[src/rtl/rx_phy_pkg.sv]
`default_nettype none
// ============================================================================
//  Module      : rx_phy_pkg
//  Description : Shared constants for the PHY lane serialiser/deserialiser
//                pair: comma symbol and receive-alignment state encoding.
//  Revision    : 1.0 - initial release
// ============================================================================
package rx_phy_pkg;

    // Idle/alignment symbol; the TX parallel-to-serial block inserts the same value.
    localparam logic [7:0] COM = 8'hBC;

    // Receive alignment state encoding
    localparam logic [1:0] ST_SEARCH = 2'd0;
    localparam logic [1:0] ST_ALIGN  = 2'd1;
    localparam logic [1:0] ST_ACTIVE = 2'd2;

endpackage : rx_phy_pkg
`default_nettype wire

[src/rtl/serie_paralelo_rx.sv]
`default_nettype none
// ============================================================================
//  Module      : serie_paralelo_rx
//  Description : Serial-to-parallel front end for one PHY_RX lane. Shifts in
//                one bit per clk_32f edge (MSB first), hunts for the comma
//                symbol at bit granularity, confirms alignment over
//                LOCK_COUNT consecutive word-aligned commas and then delivers
//                one {symbol, valid} word per WIDTH bit-times.
//  Revision    : 1.0 - initial release
// ============================================================================
module serie_paralelo_rx
    import rx_phy_pkg::*;
#(
    parameter int              WIDTH      = 8,
    parameter logic [WIDTH-1:0] COMMA     = WIDTH'(COM),
    parameter int              LOCK_COUNT = 4
) (
    input  logic             clk_32f,
    input  logic             reset,
    input  logic             data_in,
    output logic [WIDTH-1:0] data_out,
    output logic             valid_out,
    output logic             byte_strobe,
    output logic             active
);

    localparam int             BCW         = (WIDTH > 1) ? $clog2(WIDTH) : 1;
    localparam int             CCW         = $clog2(LOCK_COUNT + 1);
    localparam logic [BCW-1:0] LAST_BIT    = BCW'(WIDTH - 1);
    localparam logic [CCW-1:0] LOCK_TARGET = CCW'(LOCK_COUNT);
    // A single comma is enough to lock: the hunt goes straight to ACTIVE.
    localparam logic           SINGLE_COM  = (LOCK_COUNT == 1);

    // Only the WIDTH-1 most recent bits are kept: the bit that falls off the
    // top of the window on each shift is never looked at again.
    logic [WIDTH-2:0] sr;
    logic [WIDTH-1:0] sr_next;
    logic [BCW-1:0]   bit_cnt;
    logic [CCW-1:0]   com_cnt;
    logic [CCW-1:0]   com_cnt_inc;
    logic [1:0]       state;
    logic [1:0]       state_next;

    logic             boundary;
    logic             is_comma;
    logic             lock_reached;

    logic             hunt_hit;
    logic             align_hit;
    logic             align_miss;
    logic             enter_active;
    logic             emit_word;

    // Window including the bit being sampled this edge, so a symbol's last
    // bit is acted on in the same cycle it arrives.
    assign sr_next      = {sr, data_in};
    assign boundary     = (bit_cnt == LAST_BIT);
    assign is_comma     = (sr_next == COMMA);
    assign com_cnt_inc  = com_cnt + CCW'(1);
    assign lock_reached = (com_cnt_inc == LOCK_TARGET);

    // State register
    always_ff @(posedge clk_32f or negedge reset) begin
        if (!reset) begin
            state <= ST_SEARCH;
        end else begin
            state <= state_next;
        end
    end

    // Next-state: bit-level hunt, word-level confirmation, then sticky ACTIVE
    always_comb begin
        state_next = state;
        case (state)
            ST_SEARCH: begin
                if (is_comma) begin
                    state_next = SINGLE_COM ? ST_ACTIVE : ST_ALIGN;
                end
            end
            ST_ALIGN: begin
                if (boundary) begin
                    if (!is_comma) begin
                        state_next = ST_SEARCH;
                    end else if (lock_reached) begin
                        state_next = ST_ACTIVE;
                    end else begin
                        state_next = ST_ALIGN;
                    end
                end
            end
            ST_ACTIVE: begin
                state_next = ST_ACTIVE;
            end
            default: begin
                state_next = ST_SEARCH;
            end
        endcase
    end

    // Per-state control strobes that steer the counters and output register
    always_comb begin
        hunt_hit     = 1'b0;
        align_hit    = 1'b0;
        align_miss   = 1'b0;
        enter_active = 1'b0;
        emit_word    = 1'b0;
        case (state)
            ST_SEARCH: begin
                hunt_hit     = is_comma;
                enter_active = is_comma && SINGLE_COM;
            end
            ST_ALIGN: begin
                align_hit    = boundary && is_comma;
                align_miss   = boundary && !is_comma;
                enter_active = boundary && is_comma && lock_reached;
            end
            ST_ACTIVE: begin
                emit_word    = boundary;
            end
            default: begin
                hunt_hit     = 1'b0;
            end
        endcase
    end

    // Shift register, bit counter and comma counter
    always_ff @(posedge clk_32f or negedge reset) begin
        if (!reset) begin
            sr      <= '0;
            bit_cnt <= '0;
            com_cnt <= '0;
        end else begin
            sr <= sr_next[WIDTH-2:0];

            // A bit-level comma hit defines the word grid: the next symbol
            // starts on the following edge.
            if (hunt_hit) begin
                bit_cnt <= '0;
            end else if (boundary) begin
                bit_cnt <= '0;
            end else begin
                bit_cnt <= bit_cnt + BCW'(1);
            end

            if (hunt_hit) begin
                com_cnt <= CCW'(1);
            end else if (align_miss) begin
                com_cnt <= '0;
            end else if (align_hit && (com_cnt < LOCK_TARGET)) begin
                com_cnt <= com_cnt_inc;
            end
        end
    end

    // Output register: one word per boundary once active; COM is delivered as idle
    always_ff @(posedge clk_32f or negedge reset) begin
        if (!reset) begin
            data_out    <= '0;
            valid_out   <= 1'b0;
            byte_strobe <= 1'b0;
            active      <= 1'b0;
        end else begin
            byte_strobe <= emit_word;
            if (emit_word) begin
                data_out  <= sr_next;
                valid_out <= !is_comma;
            end
            if (enter_active) begin
                active <= 1'b1;
            end
        end
    end

endmodule : serie_paralelo_rx
`default_nettype wire

[config.mk]
export PLATFORM = sky130hd
export DESIGN_NAME = serie_paralelo_rx
export DESIGN_NICKNAME = d
export VERILOG_FILES = /design/src/rtl/rx_phy_pkg.sv /design/src/rtl/serie_paralelo_rx.sv
export SDC_FILE = /design/constraint.sdc
export NUM_CORES = 1
export LEC_CHECK = 0
export BUFFER_PORTS_ARGS = -buffer_cell sky130_fd_sc_hd__buf_2
export CAP_MARGIN = 25
export CORE_MARGIN = 4
export CORE_UTILIZATION = 35
export DETAILED_ROUTE_END_ITERATION = 6
export SYNTH_ARGS = -nofsm -noshare
export SYNTH_HDL_FRONTEND = slang
export SYNTH_SLANG_ARGS = --single-unit
[constraint.sdc]
create_clock -name clk_32f -period 4.4 [get_ports clk_32f]
set_input_delay 0.88 -clock clk_32f [delete_from_list [all_inputs] [get_ports clk_32f]]
set_output_delay 0.88 -clock clk_32f [all_outputs]
set_load 0.03 [all_outputs]
==> results of run 1 <==
[logic make-up after synthesis]
group / share of synthesized area
buf+inv: 0.0667
simple gates: 0.104
mux: 0.0814
compound gates: 0.115
flops: 0.588
fa+ha+maj: 0.0452
[placed cells by master (no fill, tap or decap), drive strengths merged, types with 2 or more instances in the layout]
master	count
a32oi	2
a21boi	2
nand3b	2
buf	13
a31o	2
clkbuf	3
nand2	3
inv	6
nor2	2
nand3	2
ha	4
mux2	8
dfrtp	26
[power by group through the flow]
stage	Clock (uW)	Combinational (uW)	Sequential, uW
floorplan	0	48.4	283
global placement	0	60.4	288
detailed placement	0	64.1	290
CTS	165	64.6	285
global route	178	73.0	287
finish	159	63.6	284
[layer usage]
layer / track usage / vias up / share of wire
met4: 0.0317 / 0 / 0.013
met2: 0.157 / 10 / 0.48
li1: - / 315 / -
met5: 0 / - / 0
met1: 0.127 / 326 / 0.46
met3: 0.0334 / 2 / 0.044
[worst min-delay path by stage]
stage | endpoint | from | cells past startpoint
5_1_grt | sr[5] | sr[4] | 0
6_report | sr[2] | sr[1] | 0
4_1_cts | sr[2] | sr[1] | 0
2_1_floorplan | sr[2] | sr[1] | 0
3_3_place_gp | sr[5] | sr[4] | 0
3_5_place_dp | sr[2] | sr[1] | 0
[registers in the layout, summed over array words and instances, names as in the netlist]
register and flops:
bit_cnt 3, data_out 8, state 2, com_cnt 3, sr 7, byte_strobe 1
active 1, valid_out 1
[stage by stage]
step | util | power, uW | setup WS, ns | cell area (um2) | hold WS, ns
2_1_floorplan | - | 331 | 2.61 | 1110 | 0.363
3_3_place_gp | 0.388 | 349 | 2.54 | 1180 | 0.374
3_5_place_dp | 0.388 | 354 | 2.48 | 1180 | 0.385
4_1_cts | 0.406 | 515 | 2.55 | 1230 | 0.417
5_1_grt | 0.406 | 538 | 2.48 | 1230 | 0.434
6_report | 0.406 | 507 | 2.58 | 1230 | 0.413
[layout make-up]
cell class / instances / area share
Clock buffer: 3 / 0.0183
Clock inverter: 1 / 0.0244
Inverter: 6 / 0.0183
Multi-Input combinational cell: 44 / 0.312
Sequential cell: 26 / 0.530
Tap cell: 44 / 0.0448
Timing Repair Buffer: 13 / 0.0530
==> flow_summary_export.csv, run 1 <==
group,metric,value,unit
critical_path,slowest_delay,0.43,ns
floorplanning,num_rows,20,
clock_network,cts.repair.resized,0,
placed_design,hpwl,1280,um
critical_path,cp_cell_sequence,"ha_1 > ha_1 > nand3b_1 > mux2_2",
grt,antenna_found_initial,0,
floorplanning,dieArea,4130,um2
timing,fin_setup_tns,0,ns
clock_network,cts_made_buffers,3,
power_and_ir_drop,power.density,412,nW/um2
synthesis,ys_seq_area_frac,0.588,
power_and_ir_drop,seqPwrFrac,0.561,
timing,skew,0.00380,ns
synthesis,yosys_warnings,0,
synthesis,synthTopCellsByCount,"dfrtp_1, mux2_2, inv_1",
critical_path,critPathTopFamily,"adder cells",
synthesis,synth_cell_types,31,
timing,fmax,549,MHz
clock_network,cts_tree,"done",
synthesis,syn_nets,89,
clock_network,clkSinkCount,26,
synthesis,synth_top_area_share,0.588,
floorplanning,fp.dieH,64.2,um
routing,drtIter0Drc,9,
routing,viasPerCell,4.77,
clock_network,clk_pin_slew_worst_paths,0.13,ns
critical_path,rr_worst_depth,4,
clock_network,post_cts_buffers,0,
layout,fill_cells,285,
outcome,status,"finished clean",
synthesis,syn_inst,82,
timing,hold_viol_final,0,
clock_network,clock_latency,0.31,ns
critical_path,cpMostUsedCell,"ha_1",
routing,wl_per_cell,12.8,um
critical_path,crit_fanout,11,
power_and_ir_drop,leakage,0.000624,uW
critical_path,critPathCapture,"data_out[7]",
placed_design,gp_congestion,0.833,
timing,final_period_minus_worst_setup_slack,1.82,ns
grt,global_route.overflow_total,0,
critical_path,critPathRequiredTime,4.61,ns
critical_path,worstReg2RegEnd,"data_out[7]",
timing,period_share,0.414,
layout,drive_gt1_frac,0.323,
grt,grt_pass1_wl,3170,um
synthesis,syn_avg_cell_area,13.5,um2
layout,multiInputGateArea,383,um2
placed_design,dpl.cell_count,133,
synthesis,synth_seq_cells,26,
clock_network,clock_path_buffers,2,
clock_network,root_buffer,"clkbuf_4",
layout,area_growth,11.0,%
power_and_ir_drop,switching_power,119,uW
power_and_ir_drop,power.internal,387,uW
layout,nets,101,
routing,ant_nets,0,
critical_path,endpoint_kind,"flop",
power_and_ir_drop,ir_drop,0.224,mV
timing,drv_slew,0,
floorplanning,start_util,0.366,
critical_path,r2r-start,"bit_cnt[0]",
min_path,min_path_type,"reg -> reg",
synthesis,synth_ff_type,"dfrtp_1",
synthesis,synth_edf_count,0,
power_and_ir_drop,netSwitchingFraction,0.235,
clock_network,ctsHoldBuffers,0,
critical_path,path_buf_inv,0,
layout,final_cells,137,
critical_path,cp.arrival,2.03,ns
placed_design,numPortBuffers,13,
routing,vias,653,
floorplanning,die_width,64.2,um
timing,relSlewSlack,0.630,
clock_network,h-tree-depth,1,
power_and_ir_drop,pwr-share-clk,0.313,
run,maxCapViolCount,0,
synthesis,synth_area,1110,um2
routing,first_pass_iters,4,
grt,grt_pass1_vias,679,
critical_path,criticalPathCategory,"reg -> reg",
floorplanning,ios,14,
critical_path,critPathSlowestCell,"dfrtp_1",
floorplanning,core,3030,um2
grt,grt_max_degree,27,
synthesis,yosys.area.top_type,"dfrtp_1",
critical_path,startpoint,"bit_cnt[0]",
routing,drcViolationCount,0,
routing,drt-total-wl,1760,um
synthesis,synthArstFlopShare,1.00,
timing,setup_viol,0,
power_and_ir_drop,combPwrFrac,0.126,
grt,grt_use_total,0.0990,
timing,rsz0062_at_grt,"false",
critical_path,crit_path_start_kind,"flop",
layout,regArea,651,um2
timing,worstMarginPinSlew,0.555,ns
critical_path,worstSetupPathDepth,4,
layout,antenna_cells,0,
synthesis,synth_area_leaders,"dfrtp_1, mux2_2, ha_1",
critical_path,r2r_slack,2.58,ns
synthesis,yosysMostFrequentCell,"dfrtp_1",
(Power assumes the default switching activity.)
==> run 2, diff against run 1 <==
--- a/config.mk
+++ b/config.mk
@@ -5,6 +5,7 @@
 export SDC_FILE = /design/constraint.sdc
 export NUM_CORES = 1
 export LEC_CHECK = 0
+export ABC_AREA = 1
 export BUFFER_PORTS_ARGS = -buffer_cell sky130_fd_sc_hd__buf_2
 export CAP_MARGIN = 25
 export CORE_MARGIN = 4
==> constraint.sdc (replaced) <==
create_clock -name clk_32f -period 1.9 [get_ports clk_32f]
set_input_delay 0.38 -clock clk_32f [delete_from_list [all_inputs] [get_ports clk_32f]]
set_output_delay 0.38 -clock clk_32f [all_outputs]
set_load 0.03 [all_outputs]
==> run 2 against run 1 <==
Via count increased by 10%. Count of clock-buffer cells in the layout unchanged. Clock power grew 130%. Sequential share of layout area up 0.054 points. Worst hold slack worse by 0.38 ns. Global-route usage down 0.61 points. Critical path type unchanged. Critical endpoint is now valid_out. Largest power group unchanged.
==> flow_summary_export.csv, run 2 <==
group,metric,value,unit
clock_network,post_cts_buffers,0,
critical_path,critPathTopFamily,"simple AND/OR/NAND/NOR gates",
grt,antenna_found_initial,0,
timing,hold_viol_final,0,
floorplanning,start_util,0.379,
floorplanning,die_width,63.6,um
grt,grt_pass1_wl,3060,um
layout,largest_reg_flops,8,
timing,final_period_minus_worst_setup_slack,1.50,ns
critical_path,slowest_delay,0.37,ns
layout,top_regs,"data_out: 8 flops, sr: 7 flops",
routing,drt-total-wl,1640,um
routing,vias,718,
grt,grt_use_total,0.0929,
layout,fill_cells,290,
synthesis,synthTopCellsByCount,"nand2_1, dfrtp_1, inv_1",
clock_network,clk_pin_slew_worst_paths,0.13,ns
synthesis,synth_edf_count,0,
timing,fin_setup_tns,0,ns
layout,final_area,1230,um2
layout,regArea,651,um2
synthesis,yosysMostFrequentCell,"nand2_1",
synthesis,syn_nets,117,
timing,relSlewSlack,0.633,
min_path,min_path_type,"in -> async",
clock_network,h-tree-depth,1,
synthesis,synth_area,1080,um2
clock_network,clkSinkCount,26,
critical_path,criticalPathCategory,"reg -> reg",
placed_design,gp_congestion,0.742,
routing,first_pass_iters,4,
layout,drive_gt1_frac,0.222,
timing,setup_viol,0,
timing,rsz0062_at_grt,"false",
clock_network,cts_tree,"done",
critical_path,critPathRequiredTime,2.11,ns
floorplanning,dieArea,4050,um2
layout,final_common_cell,"nand2_1",
critical_path,cp.arrival,1.70,ns
clock_network,clock_path_buffers,2,
clock_network,ctsHoldBuffers,0,
layout,antenna_cells,0,
power_and_ir_drop,power.density,965,nW/um2
floorplanning,core,2850,um2
critical_path,crit_path_start_kind,"flop",
synthesis,synth_area_leaders,"dfrtp_1, nand2_1, inv_1",
synthesis,yosys_warnings,0,
clock_network,cts.repair.resized,0,
floorplanning,fp.dieH,63.6,um
timing,worstMarginPinSlew,0.551,ns
critical_path,critPathSlowestCell,"dfrtp_1",
layout,largest-register,"data_out",
layout,nets,134,
synthesis,ys_seq_area_frac,0.601,
synthesis,synth_cell_types,16,
synthesis,syn_avg_cell_area,9.84,um2
grt,global_route.overflow_total,0,
synthesis,syn_inst,110,
routing,ant_nets,0,
power_and_ir_drop,leakage,0.000666,uW
placed_design,hpwl,1290,um
routing,drcViolationCount,0,
critical_path,crit_fanout,14,
clock_network,root_buffer,"clkbuf_4",
clock_network,clock_latency,0.31,ns
routing,drtIter0Drc,27,
timing,period_share,0.787,
layout,area_growth,13.4,%
layout,multiInputGateArea,360,um2
floorplanning,num_rows,19,
timing,skew,0.00533,ns
timing,fmax,669,MHz
synthesis,synth_top_area_share,0.601,
placed_design,post_dp_cell_area,1170,um2
layout,mostFrequentLayoutCells,"nand2_1, dfrtp_1, inv_1, buf_2, nand3_1",
outcome,status,"finished clean",
synthesis,yosys.area.top_type,"dfrtp_1",
power_and_ir_drop,ir_drop,0.442,mV
floorplanning,ios,14,
run,maxCapViolCount,0,
critical_path,endpoint_kind,"flop",
grt,grt_max_degree,27,
synthesis,synthArstFlopShare,1.00,
synthesis,synth_ff_type,"dfrtp_1",
timing,fin_hold_ws,0.0331,ns
synthesis,synth_seq_cells,26,
clock_network,cts_made_buffers,3,
placed_design,numPortBuffers,13,
critical_path,path_buf_inv,2,
routing,wl_per_cell,10.5,um
timing,drv_slew,0,
grt,grt_pass1_vias,723,
critical_path,cp_cell_sequence,"ha_1 > ha_1 > inv_2 > nor3_4 > inv_2 > nand2_1 > o21ai_2",
routing,viasPerCell,4.57,
[run 2: cell count changes in the layout (fill, tap and decap cells not counted), sizes merged, moves of 5 or more]
cell	change
mux2	-8
nand2	+34
nor2	+6
inv	+10
nand3	+5
o21ai	+6
[run 2: per-layer routing]
metal / share of wire / track usage
met3: 0.036 / 0.0160
met5: 0 / 0
met1: 0.47 / 0.116
met2: 0.48 / 0.153
met4: 0.016 / 0.0485
[run 2: cells by family after synthesis]
| family | count (synthesis) | synth area share |
|---|---|---|
| and+or+nand+nor | 55 | 0.232 |
| adders and majority gates | 4 | 0.0462 |
| AOI/OAI and AO/OA | 8 | 0.0543 |
| buffers and inverters | 17 | 0.0659 |
| DFF | 26 | 0.601 |
[run 2: cell type report]
| cell class | instances | area share |
|---|---|---|
| repair buffers | 13 | 0.0530 |
| clock buffers | 3 | 0.0183 |
| multi-input cells | 67 | 0.294 |
| flip-flops and latches | 26 | 0.530 |
| clock inverters | 1 | 0.0245 |
| well taps | 31 | 0.0316 |
| inverters | 16 | 0.0489 |
[run 2: power breakdown]
part           internal (uW)  leakage [uW]  total [uW]  switching, uW
combinational           68.5      0.000320         180            111
sequential               612      0.000318         641           29.6
clock                    213     0.0000279         364            151
total                    893      0.000666        1180            292
[run 2: path summary, 6_finish.rpt]
kind	from	to	slack, ns	cells past startpoint
setup reg to reg	bit_cnt[0]	valid_out	0.40	7
hold reg to reg	sr[4]	sr[5]	0.42	0
setup / recovery	bit_cnt[0]	valid_out	0.40	7
min in group clk_32f	data_in	sr[0]	0.20	1
hold / removal	reset	data_out[3]	0.03	1
max in group asynchronous	reset	state[0]	1.50	1
[run 2: per-stage QoR]
stage	cells	total power, uW	worst slack [ns]	utilization
CTS	157	1200	0.387	0.430
global placement	153	825	0.451	0.412
global route	157	1280	0.238	0.430
finish	157	1180	0.405	0.430
floorplan	110	793	0.507	-
detailed placement	153	836	0.407	0.412
